==> src/rtl/sd_pkg.sv <==
// Shared definitions for the sphere-detection datapath: output widths,
// the ED pipeline depth, the candidate-streamer FSM states and QAM grid mapping.
package sd_pkg;

  localparam int ED_W           = 32;
  localparam int NODE_W         = 32;
  localparam int ED_PIPE_STAGES = 2;

  typedef enum logic [1:0] {
    ST_IDLE  = 2'd0,
    ST_RUN   = 2'd1,
    ST_DRAIN = 2'd2,
    ST_GAP   = 2'd3
  } ed_stream_state_t;

  // Grid value of node idx on one axis of a side x side square QAM grid.
  // quad = 0 gives the in-phase value (column), quad = 1 the quadrature (row).
  // Axis points sit at odd integers centred on zero: -(side-1) .. +(side-1).
  function automatic int node_coord(input int unsigned idx,
                                    input int unsigned side,
                                    input logic        quad);
    int unsigned pos;
    pos = quad ? (idx / side) : (idx % side);
    return 2 * int'(pos) - (int'(side) - 1);
  endfunction

endpackage

==> src/rtl/ed_calc.sv <==
// Two-stage pipelined squared Euclidean distance between a received point and
// one grid node. Stage 1 registers the axis differences, stage 2 registers the
// sum of squares. Shared with the tree-search stage.
module ed_calc
  import sd_pkg::*;
#(
  parameter int COORD_W = 8
) (
  input  logic                      clk,
  input  logic                      rst_n,
  input  logic                      flush_i,
  input  logic                      valid_i,
  input  logic [NODE_W-1:0]         node_i,
  input  logic signed [COORD_W-1:0] rx_re_i,
  input  logic signed [COORD_W-1:0] rx_im_i,
  input  logic signed [COORD_W-1:0] grid_re_i,
  input  logic signed [COORD_W-1:0] grid_im_i,
  output logic                      valid_o,
  output logic [NODE_W-1:0]         node_o,
  output logic [ED_W-1:0]           ed_o
);

  localparam int DIFF_W = COORD_W + 1;
  localparam int SQ_W   = 2 * DIFF_W;
  localparam int SUM_W  = SQ_W + 1;

  logic signed [DIFF_W-1:0] dre_d, dim_d, dre_q, dim_q;
  logic [SQ_W-1:0]          sq_re, sq_im;
  logic [SUM_W-1:0]         sum_d, sum_q;
  logic                     s1_valid_q, s2_valid_q;
  logic [NODE_W-1:0]        s1_node_q, s2_node_q;

  // Differences for stage 1 and sum of squares for stage 2.
  always_comb begin
    // NOTE: every variable here is assigned on every path, so no latch can be
    // inferred; any conditional logic in an always_comb needs a default first.
    dre_d = DIFF_W'(rx_re_i) - DIFF_W'(grid_re_i);
    dim_d = DIFF_W'(rx_im_i) - DIFF_W'(grid_im_i);
    // Sign-extend before multiplying so the product of two negatives is exact.
    sq_re = SQ_W'(dre_q) * SQ_W'(dre_q);
    sq_im = SQ_W'(dim_q) * SQ_W'(dim_q);
    sum_d = SUM_W'(sq_re) + SUM_W'(sq_im);
  end

  // Valid bits: reset and flushable, they alone decide what leaves the pipe.
  always_ff @(posedge clk or negedge rst_n) begin
    // NOTE: sequential state uses non-blocking (<=) so every register samples
    // pre-edge values; blocking here would create order-dependent races.
    if (!rst_n) begin
      s1_valid_q <= 1'b0;
      s2_valid_q <= 1'b0;
    end else if (flush_i) begin
      s1_valid_q <= 1'b0;
      s2_valid_q <= 1'b0;
    end else begin
      s1_valid_q <= valid_i;
      s2_valid_q <= s1_valid_q;
    end
  end

  // Data payload of both stages.
  // NOTE: payload registers carry no reset; they are only observed when the
  // matching valid bit is set, which keeps reset fan-out off the datapath.
  always_ff @(posedge clk) begin
    dre_q     <= dre_d;
    dim_q     <= dim_d;
    s1_node_q <= node_i;
    sum_q     <= sum_d;
    s2_node_q <= s1_node_q;
  end

  assign valid_o = s2_valid_q;
  assign node_o  = s2_node_q;
  assign ed_o    = ED_W'(sum_q);

endmodule

==> src/rtl/ed_streamer.sv <==
// Candidate generator: walks every node of a QAM_SIDE x QAM_SIDE grid for one
// latched received point and streams (node, ED) pairs framed by enable, in the
// format consumed by the two-minimum finder. done marks a completed frame.
module ed_streamer
  import sd_pkg::*;
#(
  parameter int QAM_SIDE = 4,
  parameter int COORD_W  = 8
) (
  input  logic                      clk,
  input  logic                      rst_n,
  input  logic                      start,
  input  logic                      abort,
  input  logic signed [COORD_W-1:0] rx_i,
  input  logic signed [COORD_W-1:0] rx_q,
  output logic                      enable,
  output logic [NODE_W-1:0]         node_out,
  output logic [ED_W-1:0]           ed_out,
  output logic                      busy,
  output logic                      done
);

  localparam int NUM_NODES = QAM_SIDE * QAM_SIDE;
  localparam int IDX_W     = (NUM_NODES > 1) ? $clog2(NUM_NODES) : 1;
  localparam logic [IDX_W-1:0] LAST_IDX = IDX_W'(NUM_NODES - 1);
  // DRAIN counts down from here to zero: the ED pipeline stages plus the
  // output register, so GAP starts exactly when enable drops.
  localparam logic [1:0] DRAIN_LOAD = 2'(ED_PIPE_STAGES);

  ed_stream_state_t          state_q, state_d;
  logic [IDX_W-1:0]          idx_q, idx_d;
  logic [1:0]                drain_q, drain_d;
  logic                      capture, issue, flush;
  logic signed [COORD_W-1:0] rx_re_q, rx_im_q;
  logic signed [COORD_W-1:0] grid_re, grid_im;
  logic                      calc_valid;
  logic [NODE_W-1:0]         calc_node;
  logic [ED_W-1:0]           calc_ed;
  logic                      enable_q, busy_q, done_q;
  logic [NODE_W-1:0]         node_q;
  logic [ED_W-1:0]           ed_q;

  assign grid_re = COORD_W'(node_coord(32'(idx_q), QAM_SIDE, 1'b0));
  assign grid_im = COORD_W'(node_coord(32'(idx_q), QAM_SIDE, 1'b1));

  ed_calc #(
    .COORD_W (COORD_W)
  ) u_ed_calc (
    .clk       (clk),
    .rst_n     (rst_n),
    .flush_i   (flush),
    .valid_i   (issue),
    .node_i    (NODE_W'(idx_q)),
    .rx_re_i   (rx_re_q),
    .rx_im_i   (rx_im_q),
    .grid_re_i (grid_re),
    .grid_im_i (grid_im),
    .valid_o   (calc_valid),
    .node_o    (calc_node),
    .ed_o      (calc_ed)
  );

  // Next-state logic: frame sequencing, index walk, drain count, abort.
  always_comb begin
    state_d = state_q;
    idx_d   = idx_q;
    drain_d = drain_q;
    capture = 1'b0;
    issue   = 1'b0;
    flush   = 1'b0;
    case (state_q)
      ST_IDLE: begin
        // abort beats a simultaneous start.
        if (start && !abort) begin
          capture = 1'b1;
          idx_d   = '0;
          state_d = ST_RUN;
        end
      end
      ST_RUN: begin
        issue = 1'b1;
        if (idx_q == LAST_IDX) begin
          drain_d = DRAIN_LOAD;
          state_d = ST_DRAIN;
        end else begin
          idx_d = idx_q + 1'b1;
        end
      end
      ST_DRAIN: begin
        if (drain_q == 2'd0) state_d = ST_GAP;
        else                 drain_d = drain_q - 2'd1;
      end
      ST_GAP:  state_d = ST_IDLE;
      default: state_d = ST_IDLE;
    endcase
    if (abort && state_q != ST_IDLE) begin
      state_d = ST_IDLE;
      issue   = 1'b0;
      flush   = 1'b1;
    end
  end

  // State, counters, coordinate latch and registered outputs.
  always_ff @(posedge clk or negedge rst_n) begin
    if (!rst_n) begin
      state_q  <= ST_IDLE;
      idx_q    <= '0;
      drain_q  <= 2'd0;
      rx_re_q  <= '0;
      rx_im_q  <= '0;
      enable_q <= 1'b0;
      busy_q   <= 1'b0;
      done_q   <= 1'b0;
      node_q   <= '0;
      ed_q     <= '0;
    end else begin
      state_q  <= state_d;
      idx_q    <= idx_d;
      drain_q  <= drain_d;
      busy_q   <= (state_d != ST_IDLE);
      done_q   <= (state_d == ST_GAP);
      enable_q <= calc_valid && !flush;
      if (capture) begin
        rx_re_q <= rx_i;
        rx_im_q <= rx_q;
      end
      // node/ED hold their last pair while enable is low.
      if (calc_valid && !flush) begin
        node_q <= calc_node;
        ed_q   <= calc_ed;
      end
    end
  end

  assign enable   = enable_q;
  assign node_out = node_q;
  assign ed_out   = ed_q;
  assign busy     = busy_q;
  assign done     = done_q;

endmodule

==> config.mk <==
export PLATFORM = sky130hd
export DESIGN_NAME = ed_streamer
export DESIGN_NICKNAME = d
export VERILOG_FILES = /design/src/rtl/sd_pkg.sv /design/src/rtl/ed_calc.sv /design/src/rtl/ed_streamer.sv
export SDC_FILE = /design/constraint.sdc
export NUM_CORES = 1
export LEC_CHECK = 0
export CAP_MARGIN = 15
export CORE_MARGIN = 3
export CORE_UTILIZATION = 40
export DETAILED_ROUTE_END_ITERATION = 7
export SKIP_CTS_REPAIR_TIMING = 1
export SLEW_MARGIN = 20
export SYNTH_ARGS = -nofsm -noshare
export SYNTH_HDL_FRONTEND = slang
export SYNTH_SLANG_ARGS = --single-unit
==> constraint.sdc <==
create_clock -name clk -period 7.25 [get_ports clk]
set_input_delay 0.725 -clock clk [delete_from_list [all_inputs] [get_ports clk]]
set_output_delay 0.725 -clock clk [all_outputs]
set_load 0.02 [all_outputs]
==> impl_metrics.tcl, run 1 <==
set metrics [dict create \
    status "finished clean" \
    grt_usage 0.1412 \
    ys_ff_latch 97 \
    dr_total_vias 6253 \
    route.detailed.drc 0 \
    slew_viol_final 0 \
    finalSetupViolations 0 \
    worstPathArrival_ns 6.71 \
    synthTopCellsByArea "fa_1 24%, ha_1 15%, dfrtp_1 13%" \
    cap_violations 0 \
    post-route-period-util 0.8963 \
    final_nets 1271 \
    start_util 0.4113 \
    tightest_slew_ns 0.9663 \
    synth_edf_count 0 \
    synth.top_cell.area_share 0.2425 \
    pre_cts_ws_ns 0.7692 \
    finalWorstSetupSlack_ns 0.7521 \
    synth_top_area_cell "fa_1" \
    final.fill_count 2340 \
    ys_warn_count 0 \
    grt_pass1_wl_um 30300 \
    hold_slack_ns 0.3277 \
    rows 56 \
    max_clock_freq_ghz 0.1539 \
    crit_fanout 17 \
    ctsLongestPathBuffers 2 \
    hold_class "reg2reg" \
    design.die.area_mm2 0.02626 \
    synth.avg_cell_area_um2 10.00 \
    htreeDepth 3 \
    grt_overflow_total 0 \
    die_h_um 162.1 \
    wl_per_cell_um 12.94 \
    final_util 0.4519 \
    gp_congestion 0.8615 \
    tritoncts "built" \
    antenna_found_initial 0 \
    cts_inserted_buffers 9 \
    core_mm2 0.02368 \
    grt_max_degree 53 \
    path_class "reg2reg" \
    rsz0062_at_grt "false" \
    die_x_um 162.1 \
    min_period_ns 6.498 \
    clkLatencyLatePin_ns 0.35 \
    synth-async-reset-ratio 0.5361 \
    wirelength_um 17380 \
    synthToLayoutAreaGrowth_pct 9.851 \
    tns_ns 0 \
    synthCells 974 \
    via_per_inst 4.656 \
    antenna_cells 0 \
    ys_types 48 \
    hold_viol_final 0 \
    drt_iter0_markers 164 \
    cp_data_required_time_ns 7.47 \
    top_level_ports 87 \
    cp-start-kind "flip-flop" \
    end_kind "flip-flop" \
    clock_sinks 97 \
    numPortBuffers 45 \
    ant_nets 0 \
    synthFlopType "dfrtp_1" \
    slew_headroom 0.3541 \
    synth_area_mm2 0.009742 \
    hpwl_um 14660 \
    ys_seq_area_frac 0.2260 \
    drive_gt1_frac 0.07031 \
    grt_pass1_vias 6591 \
    first_pass_iters 4 \
    clkTransAtPathRegs_ns 0.07 \
    cts-root-buf "clkbuf_16" \
    skew_ns 0.01205 \
]
## layer usage
| metal | global-route usage | up-vias | wire length, µm |
|---|---|---|---|
| met3 | 0.02780 | 13 | 732 |
| met5 | 0 | - | 0 |
| li1 | - | 3113 | - |
| met1 | 0.1876 | 3029 | 8185 |
| met4 | 0.02714 | 0 | 157 |
| met2 | 0.2423 | 98 | 8309 |
## synthesized netlist by cell type (all sizes together) (2+ instances only)
| master | n |
|---|---|
| a311oi | 2 |
| nand2b | 7 |
| nand4 | 3 |
| nor2b | 19 |
| nand3 | 3 |
| buf | 45 |
| nor3b | 2 |
| a21o | 22 |
| fa | 118 |
| a21oi | 40 |
| o31a | 4 |
| a221oi | 2 |
| ha | 114 |
| nor2 | 45 |
| o21a | 9 |
| o31ai | 2 |
| nand2 | 69 |
| inv | 174 |
| mux2 | 41 |
| dfrtp | 52 |
| clkbuf | 10 |
| nor3 | 8 |
| and2 | 18 |
| o41ai | 3 |
| dfxtp | 45 |
| o21bai | 5 |
| a31oi | 4 |
| and3 | 2 |
| xor2 | 17 |
| or2 | 2 |
| a211oi | 2 |
| xnor2 | 50 |
| o21ai | 25 |
## layout by cell type (no fill, tap or decap), drive strengths merged, types with 2 or more instances in the layout
master           n
nand2b           7
a211oi           2
o41ai            3
and2            18
dfrtp           52
a311oi           2
nand3            3
and3             2
fa             118
ha             114
nor2b           19
o21a             9
clkdlybuf4s50   44
nand4            3
xor2            17
dfxtp           45
nand2           69
nor2            45
o31a             4
clkbuf          10
a221oi           2
a31oi            4
a21o            22
conb            41
xnor2           50
mux2            41
o21bai           5
nor3             8
inv            176
o31ai            2
buf              5
nor3b            2
o21ai           25
a21oi           40
or2              2
clkinv           4
## per-stage QoR
step / instance area [µm²] / std cells
2_1_floorplan: 9892 / 1014
3_3_place_gp: 10410 / 1327
6_report: 10700 / 1343
4_1_cts: 10700 / 1343
5_1_grt: 10700 / 1343
3_5_place_dp: 10410 / 1327
## logic make-up (layout without fill, tap and decap cells)
family	after synthesis	count (layout)	synth area share
buffers and inverters	229	239	0.1045
XOR/XNOR	67	67	0.06024
flip-flops	97	97	0.2260
AO/OA/AOI/OAI	127	127	0.08708
adder cells (fa/ha/maj)	232	232	0.3889
multiplexers	41	41	0.04739
other	1	41	0.0003849
AND/OR/NAND/NOR	180	180	0.08541
## state kept, by name (all words and copies together), names as in the netlist, 8 cells and up
signal and count:
ed_out 19, u_ed_calc.sum_q 19, u_ed_calc.dim_q 9, u_ed_calc.dre_q 9, rx_im_q 8, rx_re_q 8
## final timing paths
path | start | slack (ns) | cells after the start | end
setup / recovery | u_ed_calc.dim_q[8]$_DFF_P_ | 0.75 | 21 | u_ed_calc.sum_q[17]$_DFF_P_
hold / removal | u_ed_calc.s1_node_q[0]$_DFF_P_ | 0.33 | 0 | u_ed_calc.node_o[0]$_DFF_P_
setup reg to reg | u_ed_calc.dim_q[8]$_DFF_P_ | 0.75 | 21 | u_ed_calc.sum_q[17]$_DFF_P_
hold reg to reg | u_ed_calc.s1_node_q[0]$_DFF_P_ | 0.33 | 0 | u_ed_calc.node_o[0]$_DFF_P_
max in group asynchronous | rst_n | 6.28 | 2 | ed_out[0]$_DFFE_PN0P_
min in group asynchronous | rst_n | 0.47 | 2 | ed_out[2]$_DFFE_PN0P_
## critical path, stage by stage, from the launching register on
cell      delay (ns)
dfxtp_1         0.68
nand2_1         0.25
fa_1            0.69
inv_1           0.16
fa_1            0.57
fa_1            0.44
fa_1            0.49
ha_1            0.31
ha_1            0.36
a21o_1          0.18
a21o_1          0.20
a211oi_2        0.29
o31ai_1         0.12
a21oi_1         0.18
xnor2_1         0.09
ha_1            0.36
a21oi_1         0.19
o21ai_0         0.11
a21oi_1         0.24
nor2_1          0.08
a311oi_1        0.23
o311ai_0        0.16
## layout make-up
class | instances | area [µm²] | area share
flip-flops and latches | 97 | 2202 | 0.2058
clock inverters | 6 | 62.56 | 0.005846
inverters | 174 | 653.1 | 0.06103
well taps | 319 | 399.1 | 0.03730
clock buffers | 10 | 229.0 | 0.02140
multi-input cells | 688 | 6680 | 0.6242
repair buffers | 49 | 475.5 | 0.04443
Power of run 1 is left out: the tool's default activity adds up to more than one toggle a clock period on the data nets, which glitch-free logic cannot reach.
==> run 2, diff against run 1 <==
--- a/config.mk
+++ b/config.mk
@@ -9,6 +9,7 @@
 export CORE_MARGIN = 3
 export CORE_UTILIZATION = 40
 export DETAILED_ROUTE_END_ITERATION = 7
+export REMOVE_ABC_BUFFERS = 1
 export SKIP_CTS_REPAIR_TIMING = 1
 export SLEW_MARGIN = 20
 export SYNTH_ARGS = -nofsm -noshare
==> constraint.sdc (replaced) <==
create_clock -name clk -period 7.25 [get_ports clk]
set_input_delay 0.725 -clock clk [delete_from_list [all_inputs] [get_ports clk]]
set_output_delay 0.725 -clock clk [all_outputs]
set_load 0.01 [all_outputs]
==> impl_metrics.tcl, run 2 (synthesized netlist as in run 1, its figures left out) <==
set metrics [dict create \
    status "finished clean" \
    htreeDepth 3 \
    worstPathArrival_ns 6.73 \
    mostFrequentLayoutCell "inv_1" \
    slew_headroom 0.3475 \
    crit_chain "nand2_1 -> fa_1 -> inv_1 -> fa_1 -> fa_1 -> fa_1 -> ha_1 -> ha_1 -> a21o_1 -> a21o_1 -> a211oi_2 -> o31ai_1 -> a21oi_1 -> xnor2_1 -> ha_1 -> a21oi_1 -> o21ai_0 -> a21oi_1 -> nor2_1 -> a311oi_1 -> o311ai_0" \
    finalSetupViolations 0 \
    wirelength_um 17250 \
    skew_ns 0.009085 \
    slowest_stage "fa_1" \
    slowest_delay_ns 0.69 \
    grt_pass1_vias 6622 \
    clkLatencyLatePin_ns 0.35 \
    route.detailed.drc 0 \
    tightest_slew_ns 0.9762 \
    synthToLayoutAreaGrowth_pct 9.851 \
    max_clock_freq_ghz 0.1533 \
    antenna_found_initial 0 \
    hold_depth 0 \
    clock_sinks 97 \
    dr_total_vias 6223 \
    core_mm2 0.02368 \
    multi_input_area_mm2 0.006680 \
    post-route-period-util 0.8997 \
    rows 56 \
    drive_gt1_frac 0.06947 \
    grt_usage 0.1421 \
    via_per_inst 4.641 \
    die_h_um 162.1 \
    tns_ns 0 \
    cap_violations 0 \
    min_period_ns 6.523 \
    first_pass_iters 4 \
    path_common_cell "fa_1" \
    crit_buf_inv 1 \
    end_kind "flip-flop" \
    hold_viol_final 0 \
    cp_data_required_time_ns 7.46 \
    start_util 0.4113 \
    final.fill_count 2358 \
    drt_iter0_markers 180 \
    dpl_cell_area_mm2 0.01039 \
    gp_congestion 0.8149 \
    grt_pass1_wl_um 30560 \
    ff2ff_path_depth 21 \
    path_class "reg2reg" \
    design.die.area_mm2 0.02626 \
    ant_nets 0 \
    layout_common_cells "174 x inv_1, 118 x fa_1, 114 x ha_1, 68 x nand2_1, 52 x dfrtp_1" \
    rsz0062_at_grt "false" \
    top_level_ports 87 \
    antenna_cells 0 \
    final-seq-area_mm2 0.002202 \
    final_nets 1269 \
    slew_viol_final 0 \
    tritoncts "built" \
    final_area_mm2 0.01070 \
    grt_overflow_total 0 \
    wl_per_cell_um 12.86 \
    numPortBuffers 45 \
    clkTransAtPathRegs_ns 0.08 \
    hold_class "reg2reg" \
    ctsLongestPathBuffers 2 \
    critPathTopFamily "adder cells" \
    cp-start-kind "flip-flop" \
    cts-root-buf "clkbuf_16" \
    crit_fanout 17 \
    cts_inserted_buffers 9 \
    grt_max_degree 53 \
    hpwl_um 14600 \
    die_x_um 162.1 \
    cp.depth 21 \
]
[run 2: changes by cell type in the layout (fill, tap and decap cells not counted), sizes merged]
cell	previous run	this run
buf	5	3
inv	176	178
clkinv	4	2
[run 2: area by class of cell]
type / instances / share of cell area
flip-flops and latches: 97 / 0.2058
repair buffers: 47 / 0.04303
multi-input cells: 688 / 0.6242
well taps: 319 / 0.03730
clock buffers: 10 / 0.02233
inverters: 174 / 0.06103
clock inverters: 6 / 0.006314
[run 2: worst paths after layout]
check | slack (ns) | end | start
worst max-delay path | 0.73 | u_ed_calc.sum_q[17]$_DFF_P_ | u_ed_calc.dim_q[8]$_DFF_P_
worst min-delay path | 0.34 | u_ed_calc.node_o[3]$_DFF_P_ | u_ed_calc.s1_node_q[3]$_DFF_P_
worst max register to register | 0.73 | u_ed_calc.sum_q[17]$_DFF_P_ | u_ed_calc.dim_q[8]$_DFF_P_
worst min register to register | 0.34 | u_ed_calc.node_o[3]$_DFF_P_ | u_ed_calc.s1_node_q[3]$_DFF_P_
max in group asynchronous | 6.26 | node_out[0]$_DFFE_PN0P_ | rst_n
min in group asynchronous | 0.49 | ed_out[3]$_DFFE_PN0P_ | rst_n
[run 2: metrics by stage]
stage	utilization	setup slack [ns]	instances	hold WS [ns]
after global routing	0.4519	0.1010	1341	0.3551
after CTS	0.4518	0.7092	1341	0.3358
final	0.4519	0.7268	1341	0.3360
after detailed placement	0.4388	0.7276	1325	0.3121
after global placement	0.4388	0.9139	1325	0.3105
after floorplan	-	1.323	959	0.3096
[run 2: routing by layer]
layer | part of all wire | global-route usage | vias up
met5 | 0 | 0 | -
met3 | 0.036 | 0.02601 | 12
met4 | 0.010 | 0.02598 | 0
met2 | 0.48 | 0.2415 | 91
li1 | - | - | 3112
met1 | 0.48 | 0.1925 | 3008
Power of run 2 is left out for the same reason.
==> run 3, diff against run 2 <==
--- a/config.mk
+++ b/config.mk
@@ -8,6 +8,7 @@
 export CAP_MARGIN = 15
 export CORE_MARGIN = 3
 export CORE_UTILIZATION = 40
+export CTS_CLUSTER_SIZE = 10
 export DETAILED_ROUTE_END_ITERATION = 7
 export REMOVE_ABC_BUFFERS = 1
 export SKIP_CTS_REPAIR_TIMING = 1
==> results of run 3 <==
Same layout as run 2: the final DEF is identical, and so are final timing and power.
Power of run 3 is left out for the same reason.
==> variant, RTL diff (settings of run 2) <==
Remove the register `enable_q`: a continuous assignment takes its place, so the output `enable` follows one clock earlier.
--- a/src/rtl/ed_streamer.sv
+++ b/src/rtl/ed_streamer.sv
@@ -110,3 +110,2 @@
       rx_im_q  <= '0;
-      enable_q <= 1'b0;
       busy_q   <= 1'b0;
@@ -121,3 +120,2 @@
       done_q   <= (state_d == ST_GAP);
-      enable_q <= calc_valid && !flush;
       if (capture) begin
@@ -134,2 +132,4 @@
 
+  assign enable_q = calc_valid && !flush;
+
   assign enable   = enable_q;
Function: changed (a bounded check fails within 4 cycles, from zero or initial values and one cycle with rst_n low).
==> variant against run 2 <==
  * Global-route usage rose by 0.24 points
  * Routed wire length increased by 2.5%
  * Area after synthesis down 0.26%
  * Clock skew up 0.0067 ns
  * Sequential cell count shrank 1
  * Highest routed layer unchanged
  * Die area decreased by 0.25%
  * Critical path type unchanged
  * Sequential share of layout area is 0.21 points lower
  * Setup slack better by 0.061 ns
  * Design area fell by 0.10%
Power is not shown: default switching activity piles up to over one toggle a cycle in this logic, so the estimate is an artifact.
==> variant: results (changes against run 2) <==
outcome finished, final reports clean; layout cells sized above 1 0.0695 (about the same); clock skew 0.0158 ns (+0.00670 ns); crit path DAT 6.67 ns (-0.06 ns); Worst Tran Pin Value 0.693 ns (-0.283 ns); Crit-path slowest cell dfxtp_1; synth top area cells fa_1 (24%), ha_1 (15%), dfrtp_1 (13%); Final nets 1268 (-0.079%); sequential area share after synthesis 0.224 (-0.00199); routed wire length 17.7 mm (+2.5%); Most used DFF post-synth dfrtp_1; fill count 2343 (-0.64%); WHS Endpoint u_ed_calc.node_o[1]$_DFF_P_; hold path startpoint u_ed_calc.s1_node_q[1]$_DFF_P_; Post-synth ARST share 0.531 (-0.00483); via count 6262 (+0.63%); number of global-route vias before repair 6577 (-0.68%); Hold WS 0.332 ns (-0.00389 ns); GP Congestion 0.838 (+2.8%); largest net degree at the start of global routing 52 (-1.9%); global-route wire length before repair 31.0 mm (+1.4%); Total GRT Usage 0.144 (+0.00237); Crit Reg-Reg Startpoint u_ed_calc.dre_q[1]$_DFF_P_; initial DRC count 185 (+2.8%); HPWL Detailed 14.8 mm (+1.5%); Worst Path Max Fanout 9 (-8); dpl ws 0.827 ns (+0.0993 ns); critical path's largest stage delay 0.54 ns (-0.15 ns); most frequent cells after synthesis inv_1 (174), fa_1 (118), ha_1 (114)
variant: cell count changes after synthesis, sizes merged:
cell          run 2  this run
dfrtp            52        51
variant: kinds of logic after synthesis:
kind of cell | after synthesis | share of synthesized area
AO/OA/AOI/OAI | 127 | 0.0873
AND/OR/NAND/NOR | 180 | 0.0856
other | 1 | 0.000386
multiplexers | 41 | 0.0475
flip-flops | 96 | 0.224
XOR/XNOR | 67 | 0.0604
buffers and inverters | 229 | 0.105
adder cells (fa/ha/maj) | 232 | 0.390
variant: metrics by stage:
stage / instances / util
floorplan: 958 / -
detailed placement: 1324 / 0.438
CTS: 1340 / 0.451
global placement: 1324 / 0.438
global route: 1340 / 0.451
finish: 1340 / 0.451
variant: cell type report:
| type | count | area share |
|---|---|---|
| multi-input combinational | 688 | 0.625 |
| inverter | 174 | 0.0611 |
| timing repair buffer | 47 | 0.0431 |
| sequential | 96 | 0.204 |
| clock inverter | 7 | 0.00890 |
| tap | 319 | 0.0373 |
| clock buffer | 9 | 0.0211 |
variant: metal layers:
metal	GRT usage	share of wire	wire [um]	vias up
met1	0.200	0.48	8550	3055
li1	-	-	-	3111
met3	0.0268	0.033	585	7
met2	0.242	0.48	8470	89
met5	0	0	0	-
met4	0.0217	0.0044	78	0
variant: worst max-delay path by stage:
stage                               start                          end  slack (ns)  cells after the start
4_1_cts        u_ed_calc.dre_q[1]$_DFF_P_  u_ed_calc.sum_q[17]$_DFF_P_        0.79                     21
3_3_place_gp   u_ed_calc.dim_q[8]$_DFF_P_  u_ed_calc.sum_q[17]$_DFF_P_         1.0                     21
3_5_place_dp   u_ed_calc.dre_q[1]$_DFF_P_  u_ed_calc.sum_q[17]$_DFF_P_        0.83                     21
6_report       u_ed_calc.dre_q[1]$_DFF_P_  u_ed_calc.sum_q[17]$_DFF_P_        0.79                     21
5_1_grt        u_ed_calc.dim_q[8]$_DFF_P_  u_ed_calc.sum_q[17]$_DFF_P_        0.28                     21
2_1_floorplan  u_ed_calc.dre_q[8]$_DFF_P_  u_ed_calc.sum_q[17]$_DFF_P_        1.41                     20
variant: critical path: cells and delay by family (launching register included):
kind	cells	cell delay, ns
DFF	1	0.54
adders and majority gates	7	2.94
xor gates and xnor gates	1	0.18
buffers and inverters	3	0.32
AOI/OAI and AO/OA	7	1.59
and+or+nand+nor	3	0.74
